File: src/rtl/cmos_sw_pkg.sv
`default_nettype none
// ---------------------------------------------------------------------------
// cmos_sw_pkg : gate states and {nctrl, pctrl} pair constants | rev 1.0
// ---------------------------------------------------------------------------
package cmos_sw_pkg;

   typedef enum logic [1:0] {
      OFF  = 2'd0,
      RISE = 2'd1,
      ON   = 2'd2,
      FALL = 2'd3
   } gate_state_e;

   localparam logic [1:0] CTRL_OFF = 2'b01;
   localparam logic [1:0] CTRL_MID = 2'b11;
   localparam logic [1:0] CTRL_ON  = 2'b10;

endpackage
`default_nettype wire

File: src/rtl/sw_timer.sv
`default_nettype none
// ---------------------------------------------------------------------------
// sw_timer : loadable down counter that saturates at zero | rev 1.0
// ---------------------------------------------------------------------------
module sw_timer #(
   parameter int CNT_W = 2
) (
   input  logic             clk,
   input  logic             rst,
   input  logic             load,
   input  logic [CNT_W-1:0] load_val,
   output logic [CNT_W-1:0] cnt,
   output logic             zero
);

   always_ff @(posedge clk) begin
      if (rst) begin
         cnt <= '0;
      end else if (load) begin
         cnt <= load_val;
      end else if (cnt != '0) begin
         cnt <= cnt - CNT_W'(1);
      end
   end

   assign zero = (cnt == '0);

endmodule
`default_nettype wire

File: src/rtl/cmos_gate_ctrl.sv
`default_nettype none
// ---------------------------------------------------------------------------
// cmos_gate_ctrl : skewed, dwell-limited transmission-gate driver | rev 1.0
// ---------------------------------------------------------------------------
module cmos_gate_ctrl
   import cmos_sw_pkg::*;
#(
   parameter int SKEW  = 2,
   parameter int DWELL = 4
) (
   input  logic clk,
   input  logic rst,
   input  logic req_valid,
   input  logic req_on,
   output logic req_ready,
   output logic nctrl,
   output logic pctrl,
   output logic gate_on,
   output logic busy
);

   localparam int MAX_T = (SKEW > DWELL) ? SKEW : DWELL;
   localparam int CNT_W = $clog2(MAX_T + 1);

   gate_state_e      state_q;
   gate_state_e      state_d;
   logic             load;
   logic [CNT_W-1:0] load_val;
   logic [CNT_W-1:0] timer_cnt;
   logic             timer_zero;
   logic             accept;
   logic [1:0]       ctrl;

   sw_timer #(
      .CNT_W(CNT_W)
   ) u_timer (
      .clk     (clk),
      .rst     (rst),
      .load    (load),
      .load_val(load_val),
      .cnt     (timer_cnt),
      .zero    (timer_zero)
   );

   always_ff @(posedge clk) begin
      if (rst) begin
         state_q <= OFF;
      end else begin
         state_q <= state_d;
      end
   end

   assign accept = req_valid && req_ready;

   // Same-level requests are accepted but fall through without a timer load.
   always_comb begin
      state_d  = state_q;
      load     = 1'b0;
      load_val = CNT_W'(SKEW - 1);
      ctrl     = CTRL_OFF;
      unique case (state_q)
         OFF: begin
            ctrl = CTRL_OFF;
            if (accept && req_on) begin
               state_d = RISE;
               load    = 1'b1;
            end
         end
         RISE: begin
            ctrl = CTRL_MID;
            if (timer_zero) begin
               state_d  = ON;
               load     = 1'b1;
               load_val = CNT_W'(DWELL);
            end
         end
         ON: begin
            ctrl = CTRL_ON;
            if (accept && !req_on) begin
               state_d = FALL;
               load    = 1'b1;
            end
         end
         FALL: begin
            ctrl = CTRL_MID;
            if (timer_zero) begin
               state_d  = OFF;
               load     = 1'b1;
               load_val = CNT_W'(DWELL);
            end
         end
         default: begin
            state_d = OFF;
         end
      endcase
   end

   assign {nctrl, pctrl} = ctrl;
   assign req_ready      = ((state_q == OFF) || (state_q == ON)) && (timer_cnt == '0);
   assign gate_on        = (state_q == ON);
   assign busy           = (state_q == RISE) || (state_q == FALL);

   a_never_both_conduct_off: assert property (@(posedge clk) disable iff (rst)
      !(nctrl == 1'b0 && pctrl == 1'b0));

endmodule
`default_nettype wire

File: config.mk
export PLATFORM = sky130hd
export DESIGN_NAME = cmos_gate_ctrl
export DESIGN_NICKNAME = d
export VERILOG_FILES = /design/src/rtl/cmos_sw_pkg.sv /design/src/rtl/sw_timer.sv /design/src/rtl/cmos_gate_ctrl.sv
export SDC_FILE = /design/constraint.sdc
export NUM_CORES = 1
export LEC_CHECK = 0
export CAP_MARGIN = 25
export CORE_AREA = 10 10 47 49
export CTS_BUF_LIST = sky130_fd_sc_hd__clkbuf_2 sky130_fd_sc_hd__clkbuf_4 sky130_fd_sc_hd__clkbuf_8
export DETAILED_ROUTE_END_ITERATION = 7
export DIE_AREA = 0 0 57 59
export HOLD_SLACK_MARGIN = 0.15
export MAX_ROUTING_LAYER = met4
export SYNTH_ARGS = -nofsm -noshare
export SYNTH_HDL_FRONTEND = slang
export SYNTH_HIERARCHICAL = 1
export SYNTH_SLANG_ARGS = --single-unit
File: constraint.sdc
create_clock -name clk -period 2.4 [get_ports clk]
set_input_delay 0.36 -clock clk [delete_from_list [all_inputs] [get_ports clk]]
set_output_delay 0.36 -clock clk [all_outputs]
set_load 0.01 [all_outputs]
==> results of run 1 <==
-- cell type report --
| cell class | instances | area share |
|---|---|---|
| tap | 16 | 0.0330 |
| clock inverter | 1 | 0.00825 |
| clock buffer | 3 | 0.0371 |
| timing repair buffer | 9 | 0.144 |
| sequential | 5 | 0.165 |
| inverter | 11 | 0.0680 |
| multi-input combinational | 36 | 0.544 |
-- cells in the mapped netlist, types with 2 or more instances --
cell and n:
nor4b_1 2, a21oi_1 2, nand2b_1 3, dfxtp_1 5, inv_1 11, mux2i_1 2
a2111oi_1 2, ha_1 7, nor2_1 2, nor2b_1 5
-- critical path: cells and delay by family (launching register included) --
kind,cells,cell delay (ns)
flops,1,0.33
simple gates,2,0.28
fa+ha+maj,1,0.23
buf+inv,2,0.72
-- how the worst max path moves through the flow --
stage | end | cells after the start | start
after floorplan | u_timer/cnt[0]$_SDFFE_PP0P_ | 9 | u_timer/cnt[0]$_SDFFE_PP0P_
after global placement | u_timer/cnt[1]$_SDFFE_PP0P_ | 7 | req_valid
after detailed placement | u_timer/cnt[1]$_SDFFE_PP0P_ | 7 | req_valid
after CTS | req_ready | 5 | state_q[0]$_SDFFE_PP0P_
after global routing | req_ready | 5 | state_q[0]$_SDFFE_PP0P_
final | req_ready | 5 | state_q[0]$_SDFFE_PP0P_
-- layer usage --
metal / up-vias / global-route usage / wire (um)
met1: 185 / 0.0616 / 422
met2: 12 / 0.0930 / 454
met3: 2 / 0.0279 / 55
met4: 0 / 0.0503 / 20
met5: - / - / 0
li1: 205 / - / -
-- kinds of logic after synthesis --
group / after synthesis / synth area share
muxes: 2 / 0.0424
buffers and inverters: 11 / 0.0875
adders and majority gates: 7 / 0.186
AOI/OAI and AO/OA: 10 / 0.207
other: 1 / 0.00795
DFF: 5 / 0.212
and+or+nand+nor: 16 / 0.257
-- layout by cell type, fill, tap and decap left out, types with 2 or more instances in the layout --
master and instances:
a2111oi_1 2, a21oi_1 2, clkbuf_4 3, clkdlybuf4s50_1 8, dfxtp_1 5, ha_1 7, inv_1 11, mux2i_1 2
nand2b_1 3, nor2_1 2, nor2b_1 5, nor4b_1 2
-- per-stage QoR --
stage / setup WS, ns / power, W / hold WS (ns)
2_1_floorplan: 0.602 / 0.000454 / 0.426
3_3_place_gp: 0.350 / 0.000593 / 0.527
3_5_place_dp: 0.325 / 0.000593 / 0.539
4_1_cts: 0.197 / 0.000704 / 0.548
5_1_grt: 0.0717 / 0.000770 / 0.575
6_report: 0.237 / 0.000697 / 0.540
-- flip-flops by register name (all words and copies together) (netlist names) --
signal	count
u_timer/cnt	3
state_q	2
-- power groups by stage --
stage          logic (W)  registers, W  clock network, W
6_report        0.000434      0.000159          0.000104
3_5_place_dp    0.000433      0.000160                 0
2_1_floorplan   0.000304      0.000149                 0
5_1_grt         0.000488      0.000167          0.000115
4_1_cts         0.000436      0.000159          0.000110
3_3_place_gp    0.000434      0.000158                 0
==> metrics.txt, run 1 <==
# TYPE chip_impl_metric gauge
chip_impl_metric{name="cts.repair.resized",unit=""} 0
chip_impl_metric{name="track_usage",unit=""} 0.0621
chip_impl_metric{name="placeableCoreArea",unit="um2"} 1400
chip_impl_metric{name="clock_insertion_delay_worst_skew",unit="ns"} 0.25
chip_impl_info{name="status",value="finished clean"} 1
chip_impl_info{name="timing.critical_path.to_type",value="output port"} 1
chip_impl_metric{name="swShare",unit=""} 0.423
chip_impl_metric{name="worst-r2r-cell-count",unit=""} 10
chip_impl_info{name="timing_worst_setup_path_type",value="flop to output port"} 1
chip_impl_metric{name="power_frac_comb",unit=""} 0.622
chip_impl_metric{name="fillCellCount",unit=""} 154
chip_impl_info{name="rsz0062_at_grt",value="no"} 1
chip_impl_metric{name="num-nets-final",unit=""} 77
chip_impl_metric{name="io_pins",unit=""} 9
chip_impl_metric{name="post_route_utilization",unit=""} 0.433
chip_impl_metric{name="worst_ir_drop_vdd",unit="mV"} 0.487
chip_impl_metric{name="proportion_of_synthesized_chip_area_in_sequential_cells",unit=""} 0.212
chip_impl_metric{name="global_route_wire_length_before_repair",unit="um"} 1570
chip_impl_metric{name="grt_pass1_vias",unit=""} 365
chip_impl_info{name="capture_point_of_the_worst_reg_to_reg_path",value="u_timer/cnt[0]$_SDFFE_PP0P_"} 1
chip_impl_metric{name="detail_route.drc_violations",unit=""} 0
chip_impl_metric{name="ffs_w_async_s_r_synth",unit=""} 0
chip_impl_info{name="ys_dominant_reg_cell",value="dfxtp_1"} 1
chip_impl_metric{name="worstHoldPathCells",unit=""} 2
chip_impl_metric{name="synthesis.area",unit="um2"} 472
chip_impl_info{name="timing.hold.worst_endpoint",value="state_q[1]$_SDFFE_PP0P_"} 1
chip_impl_metric{name="clock_tree.buffer_depth",unit=""} 2
chip_impl_info{name="clock-root-buffer",value="clkbuf_4"} 1
chip_impl_metric{name="seqCellArea",unit="um2"} 100
chip_impl_metric{name="grt_start_max_net_pins",unit=""} 9
chip_impl_info{name="start_kind",value="flop"} 1
chip_impl_metric{name="crit_arrival",unit="ns"} 1.80
chip_impl_metric{name="synth_largest_type_area_fraction",unit=""} 0.212
chip_impl_metric{name="avgRoutedWirePerCell",unit="um"} 11.8
chip_impl_metric{name="fin_crit_sh",unit=""} 0.901
chip_impl_metric{name="setup_total_negative_slack",unit="ns"} 0
chip_impl_metric{name="p_switching",unit="W"} 0.000295
chip_impl_info{name="critical_path.reg2reg.startpoint",value="u_timer/cnt[0]$_SDFFE_PP0P_"} 1
chip_impl_metric{name="fin_skew",unit="ns"} 0.0102
chip_impl_metric{name="gp_congestion",unit=""} 0.759
chip_impl_metric{name="synth_cell_types",unit=""} 21
chip_impl_metric{name="multi_input_comb_area",unit="um2"} 330
chip_impl_metric{name="final-hold-violation-count",unit=""} 0
chip_impl_metric{name="critical_path_peak_fanout",unit=""} 4
chip_impl_metric{name="clock_sink_count",unit=""} 5
chip_impl_metric{name="h-tree-depth",unit=""} 1
chip_impl_metric{name="synth.yosys.warnings",unit=""} 6
chip_impl_metric{name="dpl.hpwl",unit="um"} 757
chip_impl_metric{name="synth.net_count",unit=""} 63
chip_impl_metric{name="io_buffers",unit=""} 8
chip_impl_metric{name="max_fclk",unit="MHz"} 462
chip_impl_metric{name="design.die.area",unit="um2"} 3360
chip_impl_info{name="synth.area.top_cells",value="dfxtp_1, ha_1, inv_1, nor2b_1, nor4b_4"} 1
chip_impl_metric{name="synth_enable_flop_cells",unit=""} 0
chip_impl_metric{name="avgSynthCellArea",unit="um2"} 9.07
chip_impl_info{name="yosysTopAreaCell",value="dfxtp_1"} 1
chip_impl_metric{name="n_antenna_cell",unit=""} 0
chip_impl_metric{name="first_pass_iteration_count_of_the_detailed_router",unit=""} 4
chip_impl_metric{name="cp.required",unit="ns"} 2.04
chip_impl_metric{name="power_density",unit="nW/um2"} 1150
chip_impl_metric{name="die_height",unit="um"} 59
chip_impl_metric{name="area_growth",unit="%"} 28.6
chip_impl_metric{name="maxSlewViolCount",unit=""} 0
chip_impl_metric{name="detailed_place.area",unit="um2"} 579
chip_impl_metric{name="seq_power_share",unit=""} 0.228
chip_impl_metric{name="detail_route.vias_per_cell",unit=""} 4.99
chip_impl_metric{name="detail_route.wirelength",unit="um"} 952
chip_impl_metric{name="number_of_antenna_violations_at_the_first_check_in_global_routing",unit=""} 0
chip_impl_metric{name="core.rowCount",unit=""} 14
chip_impl_info{name="timing.hold.worst.class",value="flop to flop"} 1
chip_impl_metric{name="numCtsBuffers",unit=""} 3
chip_impl_metric{name="post-cts-setup-buffers",unit=""} 0
chip_impl_metric{name="placed_cells_incl_taps",unit=""} 77
chip_impl_metric{name="holdBufCountCts",unit=""} 0
chip_impl_metric{name="detail_route_antenna_nets",unit=""} 0
chip_impl_info{name="hold_path.startpoint",value="state_q[1]$_SDFFE_PP0P_"} 1
chip_impl_metric{name="floorplan.die.width",unit="um"} 57
chip_impl_metric{name="postSynthCellCount",unit=""} 52
chip_impl_metric{name="initial_core_util",unit=""} 0.337
chip_impl_info{name="cts_tree",value="built"} 1
chip_impl_metric{name="final_layout_size_suffix_gt1_frac",unit=""} 0.154
chip_impl_metric{name="timing.final.setup_violations",unit=""} 0
chip_impl_metric{name="finalWorstPathRequiredPeriod",unit="ns"} 2.16
chip_impl_metric{name="final-instance-count-excl-fill",unit=""} 81
chip_impl_info{name="timing.critical_path.slowest_stage_cell",value="clkdlybuf4s50_1"} 1
chip_impl_metric{name="drc_violation_total_after_the_first_tritonroute_iteration",unit=""} 6
chip_impl_metric{name="timing.reg2reg.setup_slack",unit="ns"} 0.36
chip_impl_metric{name="routed-via-count",unit=""} 404
chip_impl_metric{name="worst_setup_hold_path_clk_slew",unit="ns"} 0.06
chip_impl_metric{name="post-route-cell-area",unit="um2"} 607
chip_impl_metric{name="maxCapViolCount",unit=""} 0
chip_impl_metric{name="clock_power_share",unit=""} 0.150
chip_impl_metric{name="cell_internal_pwr",unit="W"} 0.000402
chip_impl_metric{name="gr-total-overflow",unit=""} 0
chip_impl_metric{name="leakagePower",unit="nW"} 0.261
chip_impl_info{name="timing.critical_path.cells",value="inv_1, ha_1, nor2_1, nor4_1, clkdlybuf4s50_1"} 1
chip_impl_metric{name="cpPeakStageDelay",unit="ns"} 0.58
chip_impl_metric{name="synth_seq_cells",unit=""} 5
No activity file was read; power rests on OpenSTA's default activity.
==> inputs of run 2 (changes only) <==
--- a/config.mk
+++ b/config.mk
@@ -6,10 +6,10 @@
 export NUM_CORES = 1
 export LEC_CHECK = 0
 export CAP_MARGIN = 25
-export CORE_AREA = 10 10 47 49
-export CTS_BUF_LIST = sky130_fd_sc_hd__clkbuf_2 sky130_fd_sc_hd__clkbuf_4 sky130_fd_sc_hd__clkbuf_8
+export CORE_AREA = 2 2 39 41
+export CTS_BUF_LIST = sky130_fd_sc_hd__clkbuf_16
 export DETAILED_ROUTE_END_ITERATION = 7
-export DIE_AREA = 0 0 57 59
+export DIE_AREA = 0 0 41 43
 export HOLD_SLACK_MARGIN = 0.15
 export MAX_ROUTING_LAYER = met4
 export SYNTH_ARGS = -nofsm -noshare
==> run 2 against run 1 <==
Sequential power hardly changed. Total power is 23% higher. Final cell count stayed put. Utilization is 4.3 points higher. Count of clock-buffer cells in the layout stayed put. Critical endpoint unchanged. First-iteration DRC count is 17% higher. Setup slack better by 0.035 ns. Sequential share of layout area is 1.3 points lower. Largest cell class unchanged. Non-clock buffer count stayed put. Die area is 48% lower.
==> metrics.txt, run 2 (synthesis gave the netlist of run 1 again) <==
# TYPE chip_impl_metric gauge
chip_impl_metric{name="largest_register_ffs",unit=""} 3
chip_impl_info{name="start_kind",value="flop"} 1
chip_impl_metric{name="worst_ir_drop_vdd",unit="mV"} 0.712
chip_impl_info{name="status",value="finished clean"} 1
chip_impl_info{name="timing.critical_path.to_type",value="output port"} 1
chip_impl_metric{name="global_route_wire_length_before_repair",unit="um"} 1440
chip_impl_metric{name="seq_power_share",unit=""} 0.184
chip_impl_metric{name="num-nets-final",unit=""} 77
chip_impl_metric{name="cpPeakStageDelay",unit="ns"} 0.58
chip_impl_info{name="most-common-layout-cells",value="inv_1, clkdlybuf4s50_1, ha_1"} 1
chip_impl_metric{name="design.die.area",unit="um2"} 1760
chip_impl_metric{name="n_antenna_cell",unit=""} 0
chip_impl_metric{name="numCtsBuffers",unit=""} 3
chip_impl_metric{name="fin_crit_sh",unit=""} 0.887
chip_impl_info{name="crit_path_start",value="state_q[0]$_SDFFE_PP0P_"} 1
chip_impl_info{name="layout.cells.most_common",value="inv_1"} 1
chip_impl_metric{name="holdBufCountCts",unit=""} 0
chip_impl_metric{name="final_layout_size_suffix_gt1_frac",unit=""} 0.154
chip_impl_metric{name="h-tree-depth",unit=""} 1
chip_impl_info{name="cts_tree",value="built"} 1
chip_impl_info{name="layout_top_registers",value="u_timer/cnt (3), state_q (2)"} 1
chip_impl_metric{name="dpl.hpwl",unit="um"} 687
chip_impl_info{name="clock-root-buffer",value="clkbuf_16"} 1
chip_impl_metric{name="gr-total-overflow",unit=""} 0
chip_impl_metric{name="gp_congestion",unit=""} 0.730
chip_impl_metric{name="cts.repair.resized",unit=""} 0
chip_impl_metric{name="detail_route.vias_per_cell",unit=""} 4.72
chip_impl_metric{name="p_switching",unit="W"} 0.000296
chip_impl_metric{name="detail_route_antenna_nets",unit=""} 0
chip_impl_metric{name="max_fclk",unit="MHz"} 470
chip_impl_metric{name="crit_arrival",unit="ns"} 1.77
chip_impl_metric{name="final-hold-violation-count",unit=""} 0
chip_impl_metric{name="detail_route.drc_violations",unit=""} 0
chip_impl_metric{name="io_buffers",unit=""} 8
chip_impl_info{name="timing.hold.worst.class",value="flop to flop"} 1
chip_impl_metric{name="clock_power_share",unit=""} 0.314
chip_impl_metric{name="worst_setup_hold_path_clk_slew",unit="ns"} 0.03
chip_impl_info{name="timing_worst_setup_path_type",value="flop to output port"} 1
chip_impl_metric{name="finalWorstPathRequiredPeriod",unit="ns"} 2.13
chip_impl_metric{name="clock_tree.buffer_depth",unit=""} 2
chip_impl_metric{name="setup_total_negative_slack",unit="ns"} 0
chip_impl_metric{name="initial_core_util",unit=""} 0.341
chip_impl_metric{name="placeableCoreArea",unit="um2"} 1380
chip_impl_metric{name="routed-via-count",unit=""} 382
chip_impl_info{name="timing.critical_path.slowest_stage_cell",value="clkdlybuf4s50_1"} 1
chip_impl_info{name="hold_path.startpoint",value="state_q[1]$_SDFFE_PP0P_"} 1
chip_impl_metric{name="floorplan.die.width",unit="um"} 41
chip_impl_metric{name="post-cts-setup-buffers",unit=""} 0
chip_impl_info{name="critical_path.reg2reg.startpoint",value="u_timer/cnt[0]$_SDFFE_PP0P_"} 1
chip_impl_metric{name="clock_insertion_delay_worst_skew",unit="ns"} 0.22
chip_impl_metric{name="timing.final.setup_violations",unit=""} 0
chip_impl_metric{name="maxCapViolCount",unit=""} 0
chip_impl_metric{name="drc_violation_total_after_the_first_tritonroute_iteration",unit=""} 7
chip_impl_metric{name="avgRoutedWirePerCell",unit="um"} 10.1
chip_impl_metric{name="area_growth",unit="%"} 39.8
chip_impl_metric{name="power_density",unit="nW/um2"} 1300
chip_impl_metric{name="core.rowCount",unit=""} 14
chip_impl_metric{name="io_pins",unit=""} 9
chip_impl_info{name="largest-register",value="u_timer/cnt"} 1
chip_impl_metric{name="grt_start_max_net_pins",unit=""} 9
chip_impl_metric{name="first_pass_iteration_count_of_the_detailed_router",unit=""} 2
chip_impl_metric{name="power_frac_comb",unit=""} 0.501
chip_impl_metric{name="worst_hold_slack",unit="ns"} 0.541
chip_impl_metric{name="clock_sink_count",unit=""} 5
chip_impl_metric{name="number_of_antenna_violations_at_the_first_check_in_global_routing",unit=""} 0
chip_impl_metric{name="fin_skew",unit="ns"} 0.00165
chip_impl_metric{name="die_height",unit="um"} 43
chip_impl_metric{name="maxSlewViolCount",unit=""} 0
chip_impl_metric{name="detail_route.wirelength",unit="um"} 816
chip_impl_metric{name="swShare",unit=""} 0.346
chip_impl_info{name="timing.critical_path.cells",value="inv_1, ha_1, nor2_1, nor4_1, clkdlybuf4s50_1"} 1
chip_impl_info{name="rsz0062_at_grt",value="no"} 1
chip_impl_metric{name="cp.required",unit="ns"} 2.04
chip_impl_metric{name="critical_path_peak_fanout",unit=""} 4
chip_impl_metric{name="grt_pass1_vias",unit=""} 361
chip_impl_metric{name="leakagePower",unit="nW"} 0.284
chip_impl_metric{name="worst-r2r-cell-count",unit=""} 10
chip_impl_metric{name="track_usage",unit=""} 0.124
chip_impl_metric{name="cell_internal_pwr",unit="W"} 0.000559
chip_impl_metric{name="worstHoldPathCells",unit=""} 2
## run 2: critical path, delay by kind of cell, from the launching register on
kind,cells,cell delay [ns]
buffers and inverters,2,0.71
flip-flops,1,0.32
adder cells (fa/ha/maj),1,0.24
AND/OR/NAND/NOR,2,0.28
## run 2: path summary, 6_finish.rpt
check | endpoint | slack [ns]
worst max-delay path | req_ready | 0.27
worst min-delay path | state_q[1]$_SDFFE_PP0P_ | 0.54
worst max register to register | u_timer/cnt[1]$_SDFFE_PP0P_ | 0.35
worst min register to register | state_q[1]$_SDFFE_PP0P_ | 0.54
## run 2: power groups by stage
stage	Combinational, W	Clock (W)	Sequential [W]
finish	0.000429	0.000269	0.000158
global route	0.000490	0.000280	0.000162
CTS	0.000432	0.000273	0.000159
detailed placement	0.000430	0	0.000160
global placement	0.000431	0	0.000161
floorplan	0.000304	0	0.000149
## run 2: per-layer routing
layer / track usage / wire [um] / up-vias
met1: 0.144 / 398 / 168
li1: - / - / 204
met3: 0.0471 / 28 / 2
met4: 0.0600 / 12 / 0
met2: 0.181 / 376 / 8
met5: - / 0 / -
## run 2: through the flow
stage,utilization,std cells,power [W],cell area [um2],setup WS (ns)
6_report,0.476,81,0.000855,659,0.271
5_1_grt,0.476,81,0.000933,659,0.127
3_5_place_dp,0.419,77,0.000590,579,0.360
4_1_cts,0.476,81,0.000864,659,0.230
2_1_floorplan,-,52,0.000454,472,0.602
3_3_place_gp,0.419,77,0.000592,579,0.323
## run 2: layout make-up
cell class	instances	area [um2]
clock buffers	3	75.1
clock inverters	1	5.00
fillers	131	724
inverters	11	41.3
multi-input cells	36	330
flip-flops and latches	5	100
well taps	16	20.0
repair buffers	9	87.6
